## src/rtl/uart_tx_arbiter.sv

```systemverilog
// uart_tx_arbiter: round-robin sharing of one uart_tx between NUM_REQ byte sources.
// Ports:
//   clk, reset_n              clock and asynchronous active-low reset
//   req_valid/req_data        per-requester byte offer (byte i at [8i+7:8i])
//   req_ready                 one-cycle one-hot accept pulse
//   uart_data/load/start      transmitter data, load strobe and start request
//   uart_finish               transmitter idle/done flag
//   clear_err                 synchronous clear of timeout_err
//   busy, grant_id            activity flag and last granted requester
//   timeout_err               sticky flag: start was never acknowledged
module uart_tx_arbiter #(
  parameter int NUM_REQ     = 4,
  parameter int GRANT_W     = 2,
  parameter int GAP_CYCLES  = 2,
  parameter int ACK_TIMEOUT = 255
) (
  input  logic                   clk,
  input  logic                   reset_n,
  input  logic [NUM_REQ-1:0]     req_valid,
  input  logic [8*NUM_REQ-1:0]   req_data,
  output logic [NUM_REQ-1:0]     req_ready,
  output logic [7:0]             uart_data,
  output logic                   uart_load,
  output logic                   uart_start,
  input  logic                   uart_finish,
  input  logic                   clear_err,
  output logic                   busy,
  output logic [GRANT_W-1:0]     grant_id,
  output logic                   timeout_err
);
  typedef enum logic [2:0] {IDLE, LOAD, START, WAIT_DONE, GAP} state_t;
  state_t               r_state, w_next;
  logic [15:0]          r_cnt, w_cnt;
  logic [GRANT_W-1:0]   r_ptr, w_ptr, w_win, w_grant;
  logic [NUM_REQ-1:0]   w_ready;
  logic [7:0]           w_data, w_byte;
  logic                 w_found, w_load, w_start, w_err, w_gap_done, w_ack_expired;
  // Search starts just after the last winner so every requester gets a turn.
  always_comb begin
    w_found = 1'b0;
    w_win = '0;
    for (int k = 1; k <= NUM_REQ; k++) begin
      if (!w_found && req_valid[(int'(r_ptr) + k) % NUM_REQ]) begin
        w_found = 1'b1;
        w_win = GRANT_W'((int'(r_ptr) + k) % NUM_REQ);
      end
    end
  end
  assign w_byte = req_data[8*int'(w_win) +: 8];
  // GAP_CYCLES of zero still spends a single cycle in GAP.
  assign w_gap_done = (GAP_CYCLES == 0) || (r_cnt >= 16'(GAP_CYCLES - 1));
  assign w_ack_expired = (r_cnt == 16'(ACK_TIMEOUT));
  always_comb begin
    w_next = r_state;
    w_cnt = '0;
    w_ptr = r_ptr;
    w_ready = '0;
    w_data = uart_data;
    w_load = 1'b0;
    w_start = 1'b0;
    w_grant = grant_id;
    w_err = timeout_err & ~clear_err;
    case (r_state)
      IDLE: begin
        if (uart_finish && w_found) begin
          w_ready = NUM_REQ'(1) << w_win;
          w_data = w_byte;
          w_grant = w_win;
          w_ptr = w_win;
          w_next = LOAD;
        end
      end
      LOAD: begin
        w_load = 1'b1;
        w_next = START;
      end
      // The first START cycle only counts; uart_start rises one cycle after uart_load.
      START: begin
        if (!uart_finish) w_next = WAIT_DONE;
        else if (w_ack_expired) begin
          w_err = 1'b1;
          w_next = GAP;
        end else begin
          w_start = 1'b1;
          w_cnt = r_cnt + 16'd1;
        end
      end
      WAIT_DONE: w_next = uart_finish ? GAP : WAIT_DONE;
      GAP: begin
        w_next = w_gap_done ? IDLE : GAP;
        w_cnt = w_gap_done ? '0 : r_cnt + 16'd1;
      end
      default: w_next = IDLE;
    endcase
  end
  always_ff @(posedge clk or negedge reset_n) begin
    if (!reset_n) begin
      r_state <= IDLE;
      r_cnt <= '0;
      r_ptr <= GRANT_W'(NUM_REQ - 1);
      req_ready <= '0;
      uart_data <= '0;
      uart_load <= 1'b0;
      uart_start <= 1'b0;
      busy <= 1'b0;
      grant_id <= '0;
      timeout_err <= 1'b0;
    end else begin
      r_state <= w_next;
      r_cnt <= w_cnt;
      r_ptr <= w_ptr;
      req_ready <= w_ready;
      uart_data <= w_data;
      uart_load <= w_load;
      uart_start <= w_start;
      busy <= (w_next != IDLE);
      grant_id <= w_grant;
      timeout_err <= w_err;
    end
  end
endmodule

```

## config.mk

```make
export PLATFORM = sky130hd
export DESIGN_NAME = uart_tx_arbiter
export DESIGN_NICKNAME = d
export VERILOG_FILES = /design/src/rtl/uart_tx_arbiter.sv
export SDC_FILE = /design/constraint.sdc
export NUM_CORES = 1
export LEC_CHECK = 0
export BUFFER_PORTS_ARGS = -buffer_cell sky130_fd_sc_hd__buf_2
export CAP_MARGIN = 20
export CELL_PAD_IN_SITES_DETAIL_PLACEMENT = 1
export CELL_PAD_IN_SITES_GLOBAL_PLACEMENT = 2
export CORE_MARGIN = 5
export CORE_UTILIZATION = 28
export CTS_CLUSTER_SIZE = 20
export DETAILED_ROUTE_END_ITERATION = 16
export GPL_ROUTABILITY_DRIVEN = 0
export PLACE_DENSITY_LB_ADDON = 0.1
export SYNTH_ARGS = -nofsm -noshare
export SYNTH_HDL_FRONTEND = slang
export SYNTH_SLANG_ARGS = --single-unit
```

## constraint.sdc

```tcl
create_clock -name clk -period 1.7 [get_ports clk]
set_input_delay 0.17 -clock clk [delete_from_list [all_inputs] [get_ports clk]]
set_output_delay 0.17 -clock clk [all_outputs]
set_load 0.01 [all_outputs]
```

==> results of run 1 <==
## timing repair
item	in CTS	in global routing
gates resized for setup	6	10
pin swaps	9	12
setup buffers	4	4
hold buffers	1	0
endpoints found under the hold margin	16	0
gates cloned	0	3
setup endpoints to repair	23	26
## layout by cell type, fill, tap and decap left out, types with 4 or more instances in the layout
master / count
buf_12: 4
buf_2: 57
buf_4: 29
clkbuf_8: 5
dfrtp_1: 37
inv_1: 6
mux2i_1: 16
nand2_1: 23
nand3_1: 5
nor2_1: 10
nor2_2: 11
nor2_4: 6
o221ai_1: 7
xnor2_1: 6
xor2_1: 8
## metal layers
layer / part of all wire (%) / vias to the layer above / GRT usage (%)
li1: - / 853 / -
met5: 0 / - / 0
met4: 0.95 / 0 / 3.61
met2: 50 / 41 / 22.9
met1: 42 / 834 / 16.1
met3: 7.4 / 4 / 4.06
## flip-flops by register name (all words and copies together), names as in the netlist, 2 cells and up
name and count:
r_cnt 16, uart_data 8, grant_id 2, r_ptr 2
req_ready 4, r_state 3
## worst max-delay path, delay by kind of cell (launching register included)
kind	cells	cell delay, ps
flip-flops	1	390
buffers and inverters	2	320
AND/OR/NAND/NOR	4	900
AO/OA/AOI/OAI	1	60
## cell type report
class,instances,area (µm²),share of cell area [%]
clock buffers,5,68.8,2.37
clock inverters,3,15.0,0.517
inverters,6,22.5,0.776
multi-input cells,138,1010,34.7
flip-flops and latches,39,978,33.7
well taps,96,120,4.14
repair buffers,96,691,23.8
## worst min-delay path by stage
stage	startpoint	slack (ps)	depth (start not counted)	to
floorplan	reset_n	-130	0	busy
global placement	reset_n	150	1	r_cnt[0]
detailed placement	reset_n	160	1	r_cnt[1]
CTS	clear_err	70	2	timeout_err
global route	clear_err	70	2	timeout_err
finish	clear_err	80	2	timeout_err
## stage by stage
stage,std cells,power [mW]
after floorplan,188,2.15
after global placement,365,2.70
after detailed placement,365,2.73
after CTS,378,3.43
after global routing,383,3.86
final,383,3.60
## power groups by stage
stage,sequential (mW),clock (mW),combinational [mW]
2_1_floorplan,1.40,0,0.750
3_3_place_gp,1.32,0,1.39
3_5_place_dp,1.33,0,1.39
4_1_cts,1.32,0.640,1.48
5_1_grt,1.34,0.678,1.84
6_report,1.31,0.606,1.69
## logic make-up (layout without fill, tap and decap cells)
group / Yosys count / count (layout) / synth area share [%]
DFF: 39 / 39 / 48.9
buffers and inverters: 11 / 110 / 3.69
adders and majority gates: 3 / 3 / 1.88
AOI/OAI and AO/OA: 23 / 23 / 8.69
muxes: 17 / 17 / 8.50
and+or+nand+nor: 81 / 81 / 22.3
xor gates and xnor gates: 14 / 14 / 6.13
==> reports/results.txt, run 1 <==
max-cap violation count: 0
Root Buffer: clkbuf_8
ys flop type: dfrtp_1
post-route setup slack: -80.8 ps
antenna cell count: 0
Worst Setup End Kind: flip-flop
critical path type: flip-flop to flip-flop
pre-CTS setup slack: -223 ps
share of the synthesized area in the top cell type: 46.3%
switching part of the total: 35.7%
1st-pass router iterations: 4
status: complete, but fails checks
R2R Path End: r_cnt[5]
Initial Util: 29.1%
failing checks: negative setup slack
Clock Tree Buf Depth: 2
Int Pwr: 2.32 mW
chip width: 94.6 µm
crit path launch type: flip-flop
# IOs: 58
setup_tns: -1080 ps
CTS clock-pin slew for the worst setup and hold paths: 80 ps
TritonCTS clock tree: built
Fin. Hold Viols: 0
TritonCTS buffer count: 5
Worst-Skew Late Latency: 290 ps
Synth Instances: 188
CP peak stage delay: 560 ps
# H-tree levels: 2
crit-path cells: or4_4, nor2_4, buf_4, a21oi_2, nor2_4, clkbuf_16, nor2_4
total core area: 0.00687 mm²
Post-synth EDFFs: 0
synth top area cells: dfrtp_1 (46%), mux2i_1 (8.5%), nand2_1 (4.5%)
DR vias: 1732
Slew headroom: 68.0%
count of final setup violators: 23
Commonest cells post-synth: dfrtp_1 (37), nand2_1 (24), mux2i_1 (17)
Port Buffers: 57
initial DRC count: 38
post-synthesis average cell area: 10.6 µm²
clk sinks: 39
Die ar.: 0.00894 mm²
grt ovf: 0
Hold WS: 81.6 ps
Fillers: 813
final WL: 5890 µm
Tmin final: 1780 ps
P per Cell Area: 1240 mW/mm²
WL/cell: 15.4 µm
Async SR Flop Fraction: 100%
sequential area share after synthesis: 48.9%
Worst-Margin Slew: 480 ps
placed cell area: 0.00262 mm²
Max Clock Freq: 562 MHz
design area: 0.00290 mm²
Die Ht: 94.6 µm
Pleak: 1.41 nW
first-pass GRT wire length: 9220 µm
VDD IR-drop max: 0.406 mV
DRC viols: 0
CP Capture Point: r_cnt[5]
power share of the combinational group: 46.8%
Via density: 4.52
RR Startpoint: r_cnt[13]
Flop pwr share: 36.3%
crit path DAT: 1960 ps
final worst-path cycle share: 105%
initial antenna violation count: 0
post-synthesis cell type count: 42
RSZ-0062 raised after global routing: yes
area delta synth->final: 45.1%
fin util: 42.3%
largest net degree at the start of global routing: 22
R2R cell count: 7
clock skew: 4.87 ps
FF-to-FF setup slack: -80 ps
largest fanout on the critical path: 6
Clk network pwr share: 16.8%
share of cells above drive strength 1: 47.4%
Critical Path Source: r_cnt[13]
Routed Antenna Nets: 0
Psw: 1.29 mW
most frequent cell after synthesis: dfrtp_1
Final HPWL DP: 4310 µm
fin. max-slew vios: 0
gr usage total: 13.3%
CP max-delay cell: or4_4
Synth Warn #: 0
Yosys reg bits: 39
layout net count: 329
vias in the first global route: 1813
row count: 30
Yosys top cell by area: dfrtp_1
Crit path top cell by count: nor2_4
area of the mapped netlist: 0.00200 mm²
Synthesized Nets: 231
CP Data Required Time: 1880 ps
path type of the worst min-delay path: input pin to flip-flop
Note: power is estimated with default switching activity, not from simulation.
==> inputs of run 2 (changes only) <==
CORE_MARGIN = 2   (was 5)
==> run 2 against run 1 <==
  * The run still ends with negative setup slack left
  * Global-route usage is 1.4 points higher
  * Combinational power is 4% lower
  * Setup slack worse by 5.7 ps
  * Highest routed layer unchanged
  * Cell area is 1.4% lower
==> reports/results.txt, run 2 (synthesized netlist as in run 1, its figures left out) <==
Initial Util: 29.1%
antenna cell count: 0
Clock Tree Buf Depth: 2
Fillers: 799
fin. max-slew vios: 0
Fin. Hold Viols: 0
placed cell area: 0.00263 mm²
crit-path cells: or4_4, nor2_4, buf_6, and4_4, nor2_4, buf_12, nor2b_1
vias in the first global route: 1770
DRC viols: 0
crit path launch type: flip-flop
critical path type: flip-flop to flip-flop
# IOs: 58
crit path DAT: 2000 ps
Crit path top cell by count: nor2_4
total core area: 0.00687 mm²
Die ar.: 0.00784 mm²
Max Clock Freq: 560 MHz
Critical Path Source: r_cnt[11]
final worst-path cycle share: 105%
Worst Setup End Kind: flip-flop
path type of the worst min-delay path: input pin to flip-flop
status: complete, but fails checks
Most flops, register: r_cnt
clk sinks: 39
CP peak stage delay: 550 ps
1st-pass router iterations: 3
Slew headroom: 67.6%
pre-CTS setup slack: -208 ps
Port Buffers: 57
Pleak: 1.39 nW
TritonCTS buffer count: 5
count of final setup violators: 22
post-route setup slack: -86.6 ps
Root Buffer: clkbuf_8
clock skew: 9.48 ps
initial antenna violation count: 0
TritonCTS clock tree: built
largest fanout on the critical path: 16
Die Ht: 88.6 µm
P per Cell Area: 1230 mW/mm²
RR Startpoint: r_cnt[11]
gr usage total: 14.7%
chip width: 88.6 µm
first-pass GRT wire length: 8870 µm
most frequent cells in the layout: buf_2 (57), dfrtp_1 (37), buf_4 (31)
RSZ-0062 raised after global routing: yes
design area: 0.00286 mm²
final WL: 5560 µm
Largest regs: r_cnt (16), uart_data (8), req_ready (4)
Tmin final: 1790 ps
grt ovf: 0
# H-tree levels: 2
Worst-Margin Slew: 486 ps
Largest register FFs: 16
CTS clock-pin slew for the worst setup and hold paths: 80 ps
hold_sp: clear_err
DR vias: 1740
most common cell after layout, fill and taps aside: buf_2
Via density: 4.53
layout net count: 330
largest net degree at the start of global routing: 21
Routed Antenna Nets: 0
setup_tns: -1090 ps
WL/cell: 14.5 µm
Pwr Total: 3.53 mW
VDD IR-drop max: 0.403 mV
share of cells above drive strength 1: 47.6%
initial DRC count: 53
area delta synth->final: 43.1%
CP max-delay cell: or4_4
failing checks: negative setup slack
max-cap violation count: 0
Final HPWL DP: 4070 µm
Worst-Skew Late Latency: 290 ps
row count: 30
CP Data Required Time: 1910 ps
==> run 2: cell count changes in the layout (fill, tap and decap cells not counted), moves of 2 or more <==
cell	previous run	this run
buf_4	29	31
nor2_4	6	4
clkinv_2	3	1
nor2_2	11	14
clkbuf_16	3	1
clkbuf_1	0	2
buf_6	2	4
==> run 2: per-stage QoR <==
| step | std cells | util (%) | hold slack [ps] |
|---|---|---|---|
| 2_1_floorplan | 188 | - | -126 |
| 3_3_place_gp | 368 | 38.2 | 159 |
| 3_5_place_dp | 368 | 38.2 | 169 |
| 4_1_cts | 381 | 40.4 | 46.4 |
| 5_1_grt | 384 | 41.7 | 54.3 |
| 6_report | 384 | 41.7 | 54.1 |
==> run 2: per-layer routing <==
metal,GRT usage [%],wire (µm),up-vias
li1,-,-,852
met1,20.0,2600,848
met2,24.1,2710,36
met3,3.17,212,4
met4,3.72,34,0
met5,0,0,-
==> run 2: critical path, delay by kind of cell, from the launching register on <==
kind	cells	cell delay [ps]
buffers and inverters	2	270
DFF	1	380
and+or+nand+nor	5	1070
==> run 2: area by class of cell <==
type,instances,area [µm²],share of cell area (%)
multi-input combinational,138,1000,35.0
sequential,39,978,34.2
timing repair buffer,97,658,23.0
tap,96,120,4.19
clock buffer,7,76.3,2.66
inverter,6,22.5,0.786
clock inverter,1,5.00,0.175
==> run 2: repair_timing <==
| item | in CTS | in global routing |
|---|---|---|
| hold endpoints to repair | 17 | 0 |
| endpoints found under the setup margin | 23 | 28 |
| buffers inserted | 4 | 4 |
| resized for setup | 5 | 14 |
| hold buffers | 1 | 0 |
| pin swaps | 7 | 9 |
| cloned | 0 | 1 |
==> run 2: final timing paths <==
check	to	slack [ps]	depth (start not counted)
min in group asynchronous	r_cnt[8]	370	2
setup / recovery	r_cnt[1]	-90	7
max in group asynchronous	r_ptr[1]	730	3
setup reg to reg	r_cnt[1]	-90	7
hold reg to reg	grant_id[1]	480	2
hold / removal	timeout_err	50	2
==> run 2: power breakdown <==
| group | internal [mW] | switching, mW | leakage [nW] |
|---|---|---|---|
| clock network | 0.288 | 0.305 | 0.0422 |
| registers | 1.17 | 0.141 | 0.511 |
| logic | 0.828 | 0.805 | 0.837 |
| total | 2.28 | 1.25 | 1.39 |
